## config.mk

```make
export PLATFORM = sky130hd
export DESIGN_NAME = instr_fetch_seq
export DESIGN_NICKNAME = d
export VERILOG_FILES = /design/src/rtl/instr_fetch_seq.sv
export SDC_FILE = /design/constraint.sdc
export NUM_CORES = 1
export LEC_CHECK = 0
export CAP_MARGIN = 20
export CORE_AREA = 3 3 171 173
export CTS_CLUSTER_DIAMETER = 100
export DETAILED_ROUTE_END_ITERATION = 10
export DIE_AREA = 0 0 174 176
export PLACE_DENSITY = 0.85
export SLEW_MARGIN = 40
export SYNTH_ARGS = -nofsm -noshare
export SYNTH_HDL_FRONTEND = slang
export SYNTH_SLANG_ARGS = --single-unit
export TNS_END_PERCENT = 30
```

## constraint.sdc

```tcl
create_clock -name clock_i -period 36.5 [get_ports clock_i]
set_clock_uncertainty 0.05 [all_clocks]
set_input_delay 9.125 -clock clock_i [delete_from_list [all_inputs] [get_ports clock_i]]
set_output_delay 9.125 -clock clock_i [all_outputs]
set_load 0.05 [all_outputs]
```

## src/rtl/instr_fetch_seq.sv

```systemverilog
// instr_fetch_seq
//   Instruction fetch sequencer for the single-cycle LEGv8 core. Owns the
//   program counter, drives the single-port instruction ROM (1-cycle read
//   latency) and hands instructions to decode over a valid/ready handshake
//   through a 2-entry buffer. Handles branch redirects, decode back-pressure,
//   HLT-terminated programs and out-of-range fetch faults.
//
// Ports
//   clock_i        system clock, rising edge
//   reset_i        asynchronous active-high reset
//   start_i        one-cycle pulse, leaves IDLE and starts fetching at start_pc_i
//   start_pc_i     initial word address, sampled when start_i is accepted
//   rom_en_o       ROM read strobe
//   rom_addr_o     ROM word address (0 when no read is issued)
//   rom_data_i     ROM read data, valid the cycle after rom_en_o
//   br_valid_i     redirect request from execute
//   br_target_i    redirect word address
//   out_valid_o    instruction available to decode
//   out_ready_i    decode accepts the instruction
//   out_instr_o    instruction word (0 while out_valid_o is low)
//   out_pc_o       word address of out_instr_o (0 while out_valid_o is low)
//   halted_o       HLT delivered, fetch stopped
//   fault_o        out-of-range fetch attempted, fetch stopped
//
// state   | meaning
// --------+------------------------------------------------------------
// S_IDLE  | waiting for start_i, br_valid_i ignored
// S_RUN   | issuing reads, buffering returns, delivering to decode
// S_HALT  | HLT popped by decode; only reset leaves
// S_FAULT | pc left the ROM and the buffer drained; only reset leaves

module instr_fetch_seq #(
  parameter int unsigned ROM_DEPTH = 32,
  parameter int unsigned PC_W      = 64,
  parameter logic [31:0] HALT_WORD = 32'hD4400000
) (
  input  logic            clock_i,
  input  logic            reset_i,
  input  logic            start_i,
  input  logic [PC_W-1:0] start_pc_i,
  output logic            rom_en_o,
  output logic [PC_W-1:0] rom_addr_o,
  input  logic [31:0]     rom_data_i,
  input  logic            br_valid_i,
  input  logic [PC_W-1:0] br_target_i,
  output logic            out_valid_o,
  input  logic            out_ready_i,
  output logic [31:0]     out_instr_o,
  output logic [PC_W-1:0] out_pc_o,
  output logic            halted_o,
  output logic            fault_o
);

  typedef enum logic [1:0] {
    S_IDLE  = 2'd0,
    S_RUN   = 2'd1,
    S_HALT  = 2'd2,
    S_FAULT = 2'd3
  } state_e;

  localparam logic [PC_W-1:0] DEPTH_PC = PC_W'(ROM_DEPTH);

  state_e          state_q, state_d;
  logic [PC_W-1:0] pc_q, pc_d;
  logic            inflight_q, inflight_d;
  logic [PC_W-1:0] inflight_pc_q, inflight_pc_d;
  logic            halt_seen_q, halt_seen_d;
  logic [1:0]      count_q, count_d;
  logic [31:0]     instr0_q, instr0_d, instr1_q, instr1_d;
  logic [PC_W-1:0] pc0_q, pc0_d, pc1_q, pc1_d;

  logic       run;
  logic       pop;
  logic       push;
  logic       in_range;
  logic       issue;
  logic [1:0] occ;

  // Occupancy seen by the issue rule already excludes an entry leaving this
  // cycle; without that the pipe would only sustain one word every other cycle.
  always_comb begin
    run      = (state_q == S_RUN);
    pop      = run && (count_q != 2'd0) && out_ready_i && !br_valid_i;
    push     = run && inflight_q && !br_valid_i && !halt_seen_q;
    in_range = (pc_q < DEPTH_PC);
    occ      = count_q - {1'b0, pop};
    issue    = run && !br_valid_i && !halt_seen_q && in_range &&
               ((occ + {1'b0, inflight_q}) < 2'd2);
  end

  always_comb begin
    state_d       = state_q;
    pc_d          = pc_q;
    inflight_d    = 1'b0;
    inflight_pc_d = inflight_pc_q;
    halt_seen_d   = halt_seen_q;
    count_d       = count_q;
    instr0_d      = instr0_q;
    pc0_d         = pc0_q;
    instr1_d      = instr1_q;
    pc1_d         = pc1_q;

    unique case (state_q)
      S_IDLE: begin
        if (start_i) begin
          state_d     = S_RUN;
          pc_d        = start_pc_i;
          halt_seen_d = 1'b0;
          count_d     = 2'd0;
        end
      end

      S_RUN: begin
        if (br_valid_i) begin
          // Flush buffer and squash the in-flight return. An HLT in the
          // flushed buffer was on the wrong path, so fetch resumes.
          pc_d        = br_target_i;
          count_d     = 2'd0;
          halt_seen_d = 1'b0;
        end else begin
          if (pop) begin
            instr0_d = instr1_q;
            pc0_d    = pc1_q;
          end
          if (push) begin
            if (occ == 2'd0) begin
              instr0_d = rom_data_i;
              pc0_d    = inflight_pc_q;
            end else begin
              instr1_d = rom_data_i;
              pc1_d    = inflight_pc_q;
            end
            if (rom_data_i == HALT_WORD) begin
              halt_seen_d = 1'b1;
            end
          end
          count_d = occ + {1'b0, push};

          if (issue) begin
            pc_d          = pc_q + PC_W'(1);
            inflight_d    = 1'b1;
            inflight_pc_d = pc_q;
          end

          // Nothing is pushed after an HLT, so an HLT at the head is the last word.
          if (pop && (instr0_q == HALT_WORD)) begin
            state_d = S_HALT;
          end else if (!halt_seen_q && !in_range && (count_q == 2'd0) && !inflight_q) begin
            state_d = S_FAULT;
          end
        end
      end

      default: begin
      end
    endcase
  end

  always_ff @(posedge clock_i or posedge reset_i) begin
    if (reset_i) begin
      state_q       <= S_IDLE;
      pc_q          <= '0;
      inflight_q    <= 1'b0;
      inflight_pc_q <= '0;
      halt_seen_q   <= 1'b0;
      count_q       <= 2'd0;
      instr0_q      <= '0;
      pc0_q         <= '0;
      instr1_q      <= '0;
      pc1_q         <= '0;
    end else begin
      state_q       <= state_d;
      pc_q          <= pc_d;
      inflight_q    <= inflight_d;
      inflight_pc_q <= inflight_pc_d;
      halt_seen_q   <= halt_seen_d;
      count_q       <= count_d;
      instr0_q      <= instr0_d;
      pc0_q         <= pc0_d;
      instr1_q      <= instr1_d;
      pc1_q         <= pc1_d;
    end
  end

  assign rom_en_o    = issue;
  assign rom_addr_o  = issue ? pc_q : '0;
  assign out_valid_o = (count_q != 2'd0);
  assign out_instr_o = out_valid_o ? instr0_q : '0;
  assign out_pc_o    = out_valid_o ? pc0_q : '0;
  assign halted_o    = (state_q == S_HALT);
  assign fault_o     = (state_q == S_FAULT);

endmodule
```

* After elaboration in Yosys (flattened, before gate mapping) *
Index checks and enable logic that the tools add are counted.

storage, ports and cells
  bits in registers = 326
  latch bits = 0
  RAM bits = 0
  bits in read-only memories = 0
  input port bits = 165
  output and inout port bits = 164
  logic and storage cells = 88
  memories kept = 0

cells by class
  $add $sub $neg = 4
  multiply operators = 0
  divide/modulo/power cells = 0
  order comparisons = 2
  eq/ne operators = 11
  shifts and indexed selects = 0
  mux-type cells = 29
  bitwise logic cells = 2
  reductions and logical operators = 30

operators with widths
  kind                                                          number
  2-to-1 mux 64 bit                                             8
  2-to-1 mux 32 bit                                             4
  one-hot mux 64 bit (2 select lines)                           1
  adder 64 x 1 -> 64 bit (second input constant)                1
  equality test 32 bit (second input constant)                  2
  less-than comparator 64 x 6 -> 1 bit (second input constant)  1
  logical AND 1 bit                                             14
  2-to-1 mux 2 bit                                              6
  AND reduction 4 bit                                           3
  inequality test 3 x 2 -> 1 bit (second input constant)        3
  one-hot mux 2 bit (2 select lines)                            2
  2-to-1 mux 1 bit                                              7
  logical NOT 2 bit                                             3
  AND reduction 3 bit                                           2
  adder 2 x 1 -> 2 bit                                          2
  equality test 2 bit (second input constant)                   2
  logical NOT 1 bit                                             4
  inequality test 2 bit (second input constant)                 2
  AND reduction 2 bit                                           2
  nonzero test 2 bit                                            2
  inequality test 3 x 1 -> 1 bit (second input constant)        1
  equality test 2 x 1 -> 1 bit (second input constant)          1
  less-than comparator 2 bit (second input constant)            1
  inverter 1 bit                                                2
  other kinds (2)                                               2

* Depth between registers and ports, before layout *
  depth in word-level cells = 11
  mapped depth = 13
  mapped depth without buffers = 10

* Least setup slack after synthesis *
No wires, ideal clock.

  path type = input to output
  from = in br_valid_i
  to = out rom_en_o
  arrival = 11.597 ns
  path slack = 15.728 ns
  stages = 8
  path buffers = 1
  cells stage by stage = or3b_1 buf_4 nor2_1 ha_1 xnor2_1 xnor2_1 nand2_1 nor3_1

on the way
  cells in the longest elaborated chain, start to end = 6

ends and longest elaborated chain
  element                     line    RTL
  start, declared             44      input logic br_valid_i,
  logical NOT 1 bit *         83, 87
  logical AND 1 bit           83      pop = run && (count_q != 2'd0) && out_ready_i && !br_valid_i;
  subtractor 2 x 1 -> 2 bit   86      occ = count_q - {1'b0, pop};
  adder 2 x 1 -> 2 bit        88      ((occ + {1'b0, inflight_q}) < 2'd2);
  less-than comparator 2 bit  88
  logical AND 1 bit *         87      issue = run && !br_valid_i && !halt_seen_q && in_range &&
  end, declared               41      output logic rom_en_o,

Every way passes the cells marked *; elsewhere a longest branch is shown, timed or not.

* Worst setup path after layout *
  from = in br_valid_i
  to = out rom_addr_o[3]

on the way
  cells in the longest elaborated chain, start to end = 7

ends and longest elaborated chain
  element                     line    RTL
  logical NOT 1 bit *         83, 87
  logical AND 1 bit           83
  subtractor 2 x 1 -> 2 bit   86
  adder 2 x 1 -> 2 bit        88
  less-than comparator 2 bit  88
  logical AND 1 bit *         87
  2-to-1 mux 64 bit *         186     assign rom_addr_o = issue ? pc_q : '0;
  end, declared               42      output logic [PC_W-1:0] rom_addr_o,

Marked as above.

==> impl_metrics.ini <==
[clocking]
htreeDepth = 2
cts_tree = yes
cts.sinks = 326
cts_root_buf = clkbuf_16
clkTransAtPathRegs_ps = 60
numCtsBuffers = 34
hold_buffers = 0
cts_buffer_depth = 3
clk_latency_ps = 500
ctsResizeCount = 0
postCtsSetupBuffers = 0

[synth]
synthTopCellsByArea = dfrtp_1 54%, mux2_2 7.5%, a21oi_1 5.0%
synth_area_per_cell_sq_um = 10.2
synthFlopType = dfrtp_1
seq_area_frac_synth = 0.536
synth_area_sq_um = 15200
synth_cell_types = 60
ys_top_cells_by_count = 326 x dfrtp_1, 152 x a21oi_1, 152 x nor2_1, 104 x and2_1, 101 x mux2_2
yosys_warnings = 0
synth_top_cell_by_area = dfrtp_1
synth_top_area_frac = 0.536
yosys_register_bits = 326
synthArstFlopShare = 1.00
synth_most_common_cell = dfrtp_1
syn_inst = 1499
synth-edff-count = 0

[place]
dp_hpwl_mm = 25.5
place_inst = 2053
io_buffers = 269
gp_congestion = 0.899

[global_route]
met1_usage = 0.335
grt_pass1_wl_mm = 63.2
overflow = 0
grtUsageMet2 = 0.416
grt-busiest-layer = met2
grt_max_degree = 144
antenna_found_initial = 1
grt_util_met3 = 0.0503
grt_pass1_vias = 12100
grt_usage = 0.251

[power]
ir_drop_v = 0.0000302
p_per_area_nw_per_um2 = 48.4
p_leak_nw = 8.86

[setup_path]
cp_cell_sequence = buf_2, buf_4, or3b_1, nor2_1, ha_1, xnor2_1, xnor2_1, nand2_1, nor3_4, buf_4, and2_1, clkdlybuf4s50_1
endpoint_kind = output pin
slowest_stage = clkdlybuf4s50_1
crit_path_start_kind = input port
cp_max_fo = 75
arrival_ps = 13310
crit_type = in -> out
cp_num_buf_inv = 4
slowest_delay_ps = 820
crit_family = buffers and inverters
cp.required_ps = 27320

[floorplan]
rows = 61
die_w_microns = 174
initial_core_util = 0.548
die_y_microns = 176
die_area_sq_um = 30600
core_sq_um = 27800
io_pins = 329

[drt]
first_pass_iters = 6
post_drt_via_cell_ratio = 5.74
drt-initial-drc-count = 914
drc = 0
post_drt_wl_per_cell_microns = 18.5
via_count = 12100
antenna_left = 0
drt_wl_total_mm = 39.1

[layout]
areaGrowthSynthToFinish_pct = 25.2
final-seq-area_sq_um = 8160
stdcell_count = 2114
final_layout_size_suffix_gt1_frac = 0.110
fin_nets = 1879
multi_input_area_sq_um = 6370
fill_cells = 2082

[timing]
worstMarginPinSlew_ps = 834
tns_ps = 0
rsz0062_at_grt = no
finalHoldViolCount = 0
relSlewSlack = 0.444
slew_violations = 0
period_needed_ps = 22490
max_freq_ghz = 0.0445
timing.final.crit_share = 0.616
finalSetupViolations = 0

[job]
drv_cap = 0

[run_status]
status = complete, no violations

[hold_path]
hp-class = reg -> reg
[worst paths after layout]
path                             from             to  slack, ps  depth (start not counted)
max reg2reg                state_q[0]      pc0_q[41]      31910                         10
min reg2reg                  pc_q[45]       pc_q[45]        460                          1
min in group asynchronous     reset_i      pc0_q[30]       9140                          2
max                        br_valid_i  rom_addr_o[3]      14010                         12
max in group asynchronous     reset_i   instr1_q[15]      25850                          4
min                          pc_q[45]       pc_q[45]        460                          1
[routing by layer]
metal,up-vias,part of all wire
li1,5619,-
met1,5950,0.42
met2,483,0.48
met3,76,0.071
met4,0,0.025
met5,-,0
[sequential cells by signal (all words and copies together), names as in the netlist, 2 cells and up]
signal / count
count_q: 2
inflight_pc_q: 64
instr0_q: 32
instr1_q: 32
pc0_q: 64
pc1_q: 64
pc_q: 64
state_q: 2
[metrics by stage]
stage               power (mW)  cell area (sq um)  utilization  hold slack (ps)  setup WS, ps
finish                   0.923              19100        0.686              457         14010
global placement         0.565              17800        0.642              437         14070
CTS                      0.929              19100        0.686              458         13990
global route             0.962              19100        0.686              464         13700
floorplan                0.521              15400            -              419         15730
detailed placement       0.570              17900        0.644              445         14020
[worst register-to-register path: stages (launching register included)]
cell and delay, ps:
dfrtp_1 500, or3b_1 610, nor2_1 190, ha_1 210
xnor2_1 260, nand4_4 400, buf_6 420, a21oi_4 770
buf_4 750, nor2_1 180, a21oi_1 170
[final cells by class]
class,count,share of cell area
clock inverters,12,0.00840
diodes,1,0.000131
flip-flops and latches,326,0.428
inverters,8,0.00223
clock buffers,48,0.0532
multi-input cells,1058,0.334
repair buffers,283,0.149
well taps,378,0.0248
[logic make-up (layout without fill, tap and decap cells)]
logic type / Yosys count / count (layout) / synth area share
muxes: 102 / 102 / 0.0753
adders and majority gates: 3 / 3 / 0.00246
other: 1 / 60 / 0.000246
buffers and inverters: 173 / 351 / 0.0632
and+or+nand+nor: 542 / 542 / 0.187
AOI/OAI and AO/OA: 348 / 348 / 0.134
DFF: 326 / 326 / 0.536
xor gates and xnor gates: 4 / 4 / 0.00230
[cell usage in the layout, fill, tap and decap left out, types with 4 or more instances in the layout]
cell | Yosys | final
dfrtp_1 | 326 | 326
nor2_1 | 152 | 150
a211oi_1 | 4 | 4
a31oi_1 | 43 | 43
clkbuf_16 | 0 | 35
mux2_2 | 101 | 101
nand3_1 | 41 | 41
clkdlybuf4s50_1 | 0 | 268
nor2b_1 | 61 | 60
clkinv_2 | 0 | 6
buf_4 | 65 | 7
a21oi_1 | 152 | 152
clkbuf_1 | 60 | 4
nor3_1 | 8 | 8
and3_1 | 32 | 32
nand4_1 | 18 | 18
or3_1 | 4 | 4
o31ai_1 | 8 | 8
o22ai_1 | 97 | 97
o21ai_0 | 22 | 22
nand2_1 | 73 | 72
inv_1 | 8 | 7
nor4_1 | 27 | 27
clkbuf_8 | 0 | 9
and2_1 | 104 | 104
conb_1 | 1 | 59
buf_6 | 5 | 4
[power breakdown]
group	internal, mW	switching, mW
combinational	0.0542	0.0789
sequential	0.398	0.0352
clock	0.216	0.141
total	0.668	0.255
No activity file was read; power rests on OpenSTA's default activity.
